[src/rtl/output_vc_buffer_if.sv]
// rtl/output_vc_buffer_if.sv - port bundle between an output-port controller and its arbiter/link side
interface output_vc_buffer_if #(
  parameter int DW    = 64,
  parameter int NIN   = 5,
  parameter int DEPTH = 2
);
  localparam int CW = $clog2(DEPTH + 1);

  logic                 polarity;
  logic [NIN-1:0]       grant;
  logic [NIN*DW-1:0]    data_in;
  logic                 receive_output;
  logic [DW-1:0]        data_out;
  logic                 send_output;
  logic                 accept;
  logic [NIN-1:0]       clear;
  logic [CW-1:0]        count_even;
  logic [CW-1:0]        count_odd;
  logic                 err_grant;

  modport master (
    output polarity, grant, data_in, receive_output,
    input  data_out, send_output, accept, clear, count_even, count_odd, err_grant
  );

  modport slave (
    input  polarity, grant, data_in, receive_output,
    output data_out, send_output, accept, clear, count_even, count_odd, err_grant
  );
endinterface

[src/rtl/output_vc_buffer.sv]
// rtl/output_vc_buffer.sv - router output port with even/odd virtual-channel FIFOs
module output_vc_buffer #(
  parameter int DW    = 64,
  parameter int NIN   = 5,
  parameter int DEPTH = 2,
  localparam int CW   = $clog2(DEPTH + 1)
) (
  input  logic               clk,
  input  logic               reset,
  output_vc_buffer_if.slave  bus
);
  localparam int PW = $clog2(DEPTH);

  logic [DW-1:0] mem_even [DEPTH];
  logic [DW-1:0] mem_odd  [DEPTH];

  logic [PW-1:0] wr_ptr_even, rd_ptr_even;
  logic [PW-1:0] wr_ptr_odd,  rd_ptr_odd;
  logic [CW-1:0] cnt_even, cnt_odd;
  logic          err_q;

  logic          grant_any, grant_legal;
  logic [CW-1:0] wr_cnt, rd_cnt;
  logic          accept_c, push, pop;
  logic [DW-1:0] push_data, rd_head;

  // A one-hot grant is the only kind that may move data.
  assign grant_any   = |bus.grant;
  assign grant_legal = grant_any && ((bus.grant & (bus.grant - NIN'(1))) == '0);

  assign wr_cnt   = bus.polarity ? cnt_odd : cnt_even;
  assign rd_cnt   = bus.polarity ? cnt_even : cnt_odd;
  assign accept_c = (wr_cnt != CW'(DEPTH));
  assign push     = grant_legal && accept_c;
  assign pop      = bus.receive_output && (rd_cnt != '0);

  always_comb begin
    push_data = '0;
    for (int i = 0; i < NIN; i++) begin
      push_data = push_data | (bus.data_in[i*DW +: DW] & {DW{bus.grant[i]}});
    end
  end

  assign rd_head = bus.polarity ? mem_even[rd_ptr_even] : mem_odd[rd_ptr_odd];

  assign bus.accept      = accept_c;
  assign bus.clear       = push ? bus.grant : '0;
  assign bus.send_output = pop;
  assign bus.data_out    = pop ? rd_head : '0;
  assign bus.count_even  = cnt_even;
  assign bus.count_odd   = cnt_odd;
  assign bus.err_grant   = err_q;

  // Storage is never reset; occupancy counts alone define which entries are valid.
  always_ff @(posedge clk) begin
    if (push && !bus.polarity) mem_even[wr_ptr_even] <= push_data;
    if (push &&  bus.polarity) mem_odd[wr_ptr_odd]   <= push_data;
  end

  always_ff @(posedge clk) begin
    if (reset) begin
      wr_ptr_even <= '0;
      rd_ptr_even <= '0;
      wr_ptr_odd  <= '0;
      rd_ptr_odd  <= '0;
      cnt_even    <= '0;
      cnt_odd     <= '0;
      err_q       <= 1'b0;
    end else begin
      err_q <= grant_any && !grant_legal;
      // Push and pop always hit opposite VCs, so their count updates never collide.
      if (push) begin
        if (bus.polarity) begin
          wr_ptr_odd <= wr_ptr_odd + PW'(1);
          cnt_odd    <= cnt_odd + CW'(1);
        end else begin
          wr_ptr_even <= wr_ptr_even + PW'(1);
          cnt_even    <= cnt_even + CW'(1);
        end
      end
      if (pop) begin
        if (bus.polarity) begin
          rd_ptr_even <= rd_ptr_even + PW'(1);
          cnt_even    <= cnt_even - CW'(1);
        end else begin
          rd_ptr_odd <= rd_ptr_odd + PW'(1);
          cnt_odd    <= cnt_odd - CW'(1);
        end
      end
    end
  end
endmodule

[src/flat_wrapper.sv]
// flat-port wrapper written by rule: the top's interface ports become plain ports
module output_vc_buffer_flat 
#(
  parameter int DW    = 64,
  parameter int NIN   = 5,
  parameter int DEPTH = 2,
  localparam int CW   = $clog2(DEPTH + 1)
)
  (clk, reset, bus_polarity, bus_grant, bus_data_in, bus_receive_output, bus_data_out, bus_send_output, bus_accept, bus_clear, bus_count_even, bus_count_odd, bus_err_grant);
  output_vc_buffer_if #(.DW(DW), .NIN(NIN), .DEPTH(DEPTH)) bus_i ();
  input  logic clk;
  input  logic reset;
  input wire logic [$bits(bus_i.polarity)-1:0] bus_polarity;
  input wire logic [$bits(bus_i.grant)-1:0] bus_grant;
  input wire logic [$bits(bus_i.data_in)-1:0] bus_data_in;
  input wire logic [$bits(bus_i.receive_output)-1:0] bus_receive_output;
  output wire logic [$bits(bus_i.data_out)-1:0] bus_data_out;
  output wire logic [$bits(bus_i.send_output)-1:0] bus_send_output;
  output wire logic [$bits(bus_i.accept)-1:0] bus_accept;
  output wire logic [$bits(bus_i.clear)-1:0] bus_clear;
  output wire logic [$bits(bus_i.count_even)-1:0] bus_count_even;
  output wire logic [$bits(bus_i.count_odd)-1:0] bus_count_odd;
  output wire logic [$bits(bus_i.err_grant)-1:0] bus_err_grant;
  assign bus_i.polarity = bus_polarity;
  assign bus_i.grant = bus_grant;
  assign bus_i.data_in = bus_data_in;
  assign bus_i.receive_output = bus_receive_output;
  assign bus_data_out = bus_i.data_out;
  assign bus_send_output = bus_i.send_output;
  assign bus_accept = bus_i.accept;
  assign bus_clear = bus_i.clear;
  assign bus_count_even = bus_i.count_even;
  assign bus_count_odd = bus_i.count_odd;
  assign bus_err_grant = bus_i.err_grant;
  output_vc_buffer #(.DW(DW), .NIN(NIN), .DEPTH(DEPTH)) u_core (.clk(clk), .reset(reset), .bus(bus_i));
endmodule
[config.mk]
export PLATFORM = sky130hd
export DESIGN_NAME = output_vc_buffer_flat
export DESIGN_NICKNAME = d
export VERILOG_FILES = /design/src/rtl/output_vc_buffer_if.sv /design/src/rtl/output_vc_buffer.sv /design/src/flat_wrapper.sv
export SDC_FILE = /design/constraint.sdc
export NUM_CORES = 1
export LEC_CHECK = 0
export BUFFER_PORTS_ARGS = -buffer_cell sky130_fd_sc_hd__buf_2
export CORE_MARGIN = 4
export CORE_UTILIZATION = 25
export DETAILED_ROUTE_END_ITERATION = 6
export GPL_ROUTABILITY_DRIVEN = 0
export GPL_TIMING_DRIVEN = 0
export PLACE_DENSITY = 0.43
export SYNTH_ARGS = -nofsm -noshare
export SYNTH_HDL_FRONTEND = slang
export SYNTH_SLANG_ARGS = --single-unit
[constraint.sdc]
create_clock -name clk -period 8.5 [get_ports clk]
set_clock_uncertainty 0.15 [all_clocks]
set_input_delay 0.85 -clock clk [delete_from_list [all_inputs] [get_ports clk]]
set_output_delay 0.85 -clock clk [all_outputs]
set_load 0.02 [all_outputs]
# Word-level counts from Yosys, hierarchy flattened
# Memory sizes are Yosys's and may differ from the RTL's. A register that Yosys moved wholly into a read port is not among the register bits.
# Cells that the tools add are included.
[word_totals]
register_bits = 9
mem_bits_rw = 256
input_bits = 329
out_inout_bits = 76
n_memories = 2
[op_classes]
add_sub_neg = 9
n_eq_ne = 1
n_mux = 21
bitwise_logic = 11
n_reduce_logical = 15
[memory_table]
columns = ["memory", "words", "word_bits", "read_ports", "rd_clocked_by_memory_dff", "wr", "line", "source"]
rows = [
  ["u_core.mem_even", 2, 64, 1, 1, 1, "output_vc_buffer.sv:14", "logic [DW-1:0] mem_even [DEPTH];"],
  ["u_core.mem_odd", 2, 64, 1, 1, 1, "output_vc_buffer.sv:15", "logic [DW-1:0] mem_odd [DEPTH];"],
]
[ops]
columns = ["cell", "count"]
rows = [
  ["AND 64 bit", 5],
  ["OR 64 bit", 4],
  ["2-to-1 mux 64 bit", 2],
  ["2-to-1 mux 2 bit", 10],
  ["2-to-1 mux 1 bit", 8],
  ["AND reduction 2 bit", 4],
  ["logical AND 1 bit", 6],
  ["AND 5 bit", 1],
  ["zero test 5 bit", 1],
  ["2-to-1 mux 5 bit", 1],
  ["OR reduction 5 bit", 1],
  ["subtractor 5 x 1 -> 5 bit (second input constant)", 1],
  ["adder 1 bit (second input constant)", 4],
  ["adder 2 x 1 -> 2 bit (second input constant)", 2],
  ["subtractor 2 x 1 -> 2 bit (second input constant)", 2],
  ["zero test 1 bit", 2],
  ["!= test 2 bit (second input constant)", 1],
  ["nonzero test 2 bit", 1],
  ["inverter 1 bit", 1],
]

# Longest topological paths before layout
[logic_depth]
depth_word = 8
mapped_depth = 6

# Least setup slack after synthesis
# OpenSTA, ideal clock, no wires.
[synth_path]
path_type = "input to register"
from = "input port bus_grant[3]"
to = "memory u_core.mem_even[0][0] (enable)"
arrival_ns = 5.999
required_ns = 7.785
path_slack_ns = 1.786
path_stages = 5
n_path_buf = 1
path_cell_list = "buf_2 or3_4 a21oi_4 nor2_1 nor3_1"
[synth_between]
elab_chain_len = 8
elab_cells_between_ends = 9
cone_classes = "add/sub (1); mux (2); bitwise (1); reduce/logical (5)"
[synth_rtl]
columns = ["element", "line", "source"]
rows = [
  ["from (decl)", "flat_wrapper.sv:14", "input wire logic [$bits(bus_i.grant)-1:0] bus_grant;"],
  ["subtractor 5 x 1 -> 5 bit", "output_vc_buffer.sv:29", "assign grant_legal = grant_any && ((bus.grant & (bus.grant - NIN'(1))) == '0);"],
  ["AND 5 bit", "output_vc_buffer.sv:29", ""],
  ["zero test 5 bit", "output_vc_buffer.sv:29", ""],
  ["logical AND 1 bit (*)", "output_vc_buffer.sv:29", ""],
  ["logical AND 1 bit (*)", "output_vc_buffer.sv:34", "assign push = grant_legal && accept_c;"],
  ["logical AND 1 bit (*)", "output_vc_buffer.sv:56", "if (push && !bus.polarity) mem_even[wr_ptr_even] <= push_data;"],
  ["2-to-1 mux 1 bit (*)", "output_vc_buffer.sv:56", ""],
  ["2-to-1 mux 1 bit (implied by the code) (*)", "output_vc_buffer.sv:56", ""],
  ["to (decl)", "output_vc_buffer.sv:14", ""],
]
# Mark *: on every way between the ends. The rest lies on a longest branch, timed or not.

# Worst setup path in the final report
[layout_path]
from = "input port bus_grant[1]"
to = "output port bus_clear[1]"
[layout_between]
elab_chain_len = 6
elab_cells_between_ends = 7
cone_classes = "add/sub (1); mux (1); bitwise (1); reduce/logical (4)"
[layout_rtl]
columns = ["element", "line", "source"]
rows = [
  ["subtractor 5 x 1 -> 5 bit", "output_vc_buffer.sv:29", ""],
  ["AND 5 bit", "output_vc_buffer.sv:29", ""],
  ["zero test 5 bit", "output_vc_buffer.sv:29", ""],
  ["logical AND 1 bit", "output_vc_buffer.sv:29", ""],
  ["logical AND 1 bit", "output_vc_buffer.sv:34", ""],
  ["2-to-1 mux 5 bit (*)", "output_vc_buffer.sv:47", "assign bus.clear = push ? bus.grant : '0;"],
  ["to (decl)", "flat_wrapper.sv:20", "output wire logic [$bits(bus_i.clear)-1:0] bus_clear;"],
]
# Marks and branches as above.

==> impl_metrics.toml <==
[worst_hold_path]
hp-class = "flop to flop"
hold_depth = 2

[timing]
worst_slack_ns = 4.67
layout_worst_path_cycle_share_pct = 45.1
layout_min_cycle_time_ns = 3.83
final-max-slew-violation-count = 0
hold_viol_final = 0
worst_pin_slew_ns = 1.33
max_slew_margin_pct = 11.2
setup_viol = 0
fmax_mhz = 261
grt_setup_unrepaired = "false"

[clock_tree]
cts_htree_levels = 1
cts.clk_slew.worst_paths_ns = 0.05
cts.path.max_buffers = 3
numCtsBuffers = 30
clock_sinks = 267
post-cts-setup-buffer-count = 0
cts_root_buf = "clkbuf_16"
cts_resized = 0
cts_hold_buf = 0
clock_latency_ns = 0.55
cts_tree = "yes"

[logic_synthesis]
ys_ff_latch = 267
syn-cell-area_um2 = 11800
synth_nets = 1134
synth.area.top_cells = "edfxtp_1, mux2i_1, a222oi_1, a22oi_1, o22ai_1"
ys.flop_type = "edfxtp_1"
avgSynthCellArea_um2 = 14.6
synth_cell_types = 44
synthTopCellsByCount = "edfxtp_1, mux2i_1, nand2_1"
yosysMostFrequentCell = "edfxtp_1"
synth_warnings = 0
syn_inst = 805
synth.yosys.seq_area_share_pct = 67.2
yosys.area.top_type = "edfxtp_1"
synthArstFlopShare_pct = 0
yosysTopAreaCellShare_pct = 65.3
synth_edf_count = 256

[worst_setup_path]
path_max_fanout = 10
endpoint_kind = "primary output"
path_class = "primary input to primary output"
cp.arrival_ns = 2.83
reg2reg_depth = 6
start_kind = "primary input"
required_ns = 7.50

[route]
wire_per_inst_um = 20.5
routed_wl_mm = 38.6
viasPerCell = 4.75
dr.pass1.iters = 7
drc = 9
vias = 8963
first_iter_violations = 513
postRouteAntennaNets = 0

[power_and_ir_drop]
clock_power_share_pct = 40.5
power_leakage_nw = 5.71
netSwitchingPower_mw = 0.660
pwr-share-comb_pct = 9.7
cellPowerDensity_nw_per_um2 = 190
p_sw_share_pct = 22.1
p_int_mw = 2.33
irDropWorstVdd_uv = 127
seqPwrFrac_pct = 49.8

[final_layout]
nets = 1585
syn_to_final_growth_pct = 33.5
postLayoutCoreUtil_pct = 33.7
n_antenna_cell = 0
drive_above_1_share_pct = 38.4
final_cells = 1885

[flow_run]
max_cap_violations = 0

[floorplanning]
rows = 79
fp.dieW_um = 225
pin_count = 405
initial_utilization_pct = 25.3
design.core.area_um2 = 46600
die_area_um2 = 50600
fp.dieH_um = 225

[global_routing]
groute.usage.overall_pct = 14.4
grt_pass1_vias = 9386
grt_pass1_wl_mm = 55.8
overflow = 0
grt_max_degree = 34
antenna_found_initial = 0

[place]
dp_hpwl_mm = 28.1
port_buffers = 401
dp_worst_setup_slack_ns = 4.38
placedCellCount = 1831

[outcome]
status = "finished, violations left"
failed_checks = "design-rule violations"
==> critical path, cell delays in order <==
cell,delay [ns]
buf_2,0.08
clkbuf_1,0.78
buf_2,0.45
buf_2,0.29
nand3_1,0.09
nor2_1,0.09
buf_2,0.18
==> flip-flops by register name, summed over array words and instances, names as in the netlist, named ones only <==
| register | cells |
|---|---|
| u_core.rd_ptr_even | 1 |
| u_core.mem_even | 128 |
| u_core.bus.count_odd | 2 |
| u_core.rd_ptr_odd | 1 |
| u_core.bus.count_even | 2 |
| u_core.wr_ptr_odd | 1 |
| u_core.wr_ptr_even | 1 |
| u_core.mem_odd | 128 |
| u_core.bus.err_grant | 1 |
==> stage by stage <==
stage	TNS (ns)	power, mW	hold WS (ns)	instance area (um2)
2_1_floorplan	0	1.66	0.322	11800
3_3_place_gp	-439.12	1.81	0.334	14500
3_5_place_dp	0	1.81	0.341	14800
4_1_cts	0	3.04	0.356	15700
5_1_grt	0	3.13	0.389	15700
6_report	0	2.99	0.353	15700
==> path summary, 6_finish.rpt <==
check | to | startpoint | slack, ns
setup / recovery | bus_clear[1] | bus_grant[1] | 4.67
hold / removal | u_core.rd_ptr_odd$_SDFFE_PP0P_ | u_core.rd_ptr_odd$_SDFFE_PP0P_ | 0.35
setup reg to reg | u_core.mem_odd[0][33]$_DFFE_PP_ | u_core.bus.count_odd[1]$_SDFF_PP0_ | 6.12
hold reg to reg | u_core.rd_ptr_odd$_SDFFE_PP0P_ | u_core.rd_ptr_odd$_SDFFE_PP0P_ | 0.35
==> final cells by class <==
cell class	instances	area, um2
Inverter	4	15.0
Tap cell	607	759
Clock buffer	40	810
Buffer	69	289
Sequential cell	267	7910
Fill cell	4678	30800
Clock inverter	14	123
Multi-Input combinational cell	465	3570
Timing Repair Buffer	419	2240
==> cells in the final DEF (no fill, tap or decap), types with 3 or more instances in the layout <==
master,Yosys,final
nand2_1,67,67
a222oi_1,64,64
nand3_1,4,4
nand2b_1,4,4
clkinv_2,0,3
buf_1,15,15
buf_2,14,415
clkbuf_1,38,46
inv_1,4,4
mux2i_1,128,128
clkbuf_16,0,31
buf_6,1,14
nor3_1,6,4
dfxtp_1,11,11
o22ai_1,64,64
nor2b_1,4,4
o21ai_0,3,3
a21oi_1,5,5
a22oi_1,64,64
edfxtp_1,256,256
nor2_1,19,19
xor2_1,3,3
clkinv_1,0,6
==> power by group through the flow <==
stage | Combinational, mW | Sequential, mW | Clock, mW
final | 0.289 | 1.49 | 1.21
after global routing | 0.321 | 1.49 | 1.32
after CTS | 0.296 | 1.49 | 1.25
after detailed placement | 0.295 | 1.52 | 0
after global placement | 0.282 | 1.52 | 0
after floorplan | 0.138 | 1.52 | 0
==> layer usage <==
| layer | wire length (um) | GRT usage, % |
|---|---|---|
| met5 | 0 | 0 |
| met4 | 709 | 2.83 |
| met3 | 2420 | 3.06 |
| met2 | 19800 | 26.6 |
| met1 | 15600 | 17.4 |
==> cells by family after synthesis <==
family / after synthesis / synth area share, %
flip-flops: 267 / 67.2
AO/OA/AOI/OAI: 218 / 14.7
multiplexers: 130 / 11.1
AND/OR/NAND/NOR: 114 / 4.21
buffers and inverters: 73 / 2.57
XOR/XNOR: 3 / 0.223
Note: power is estimated with default switching activity, not from simulation.
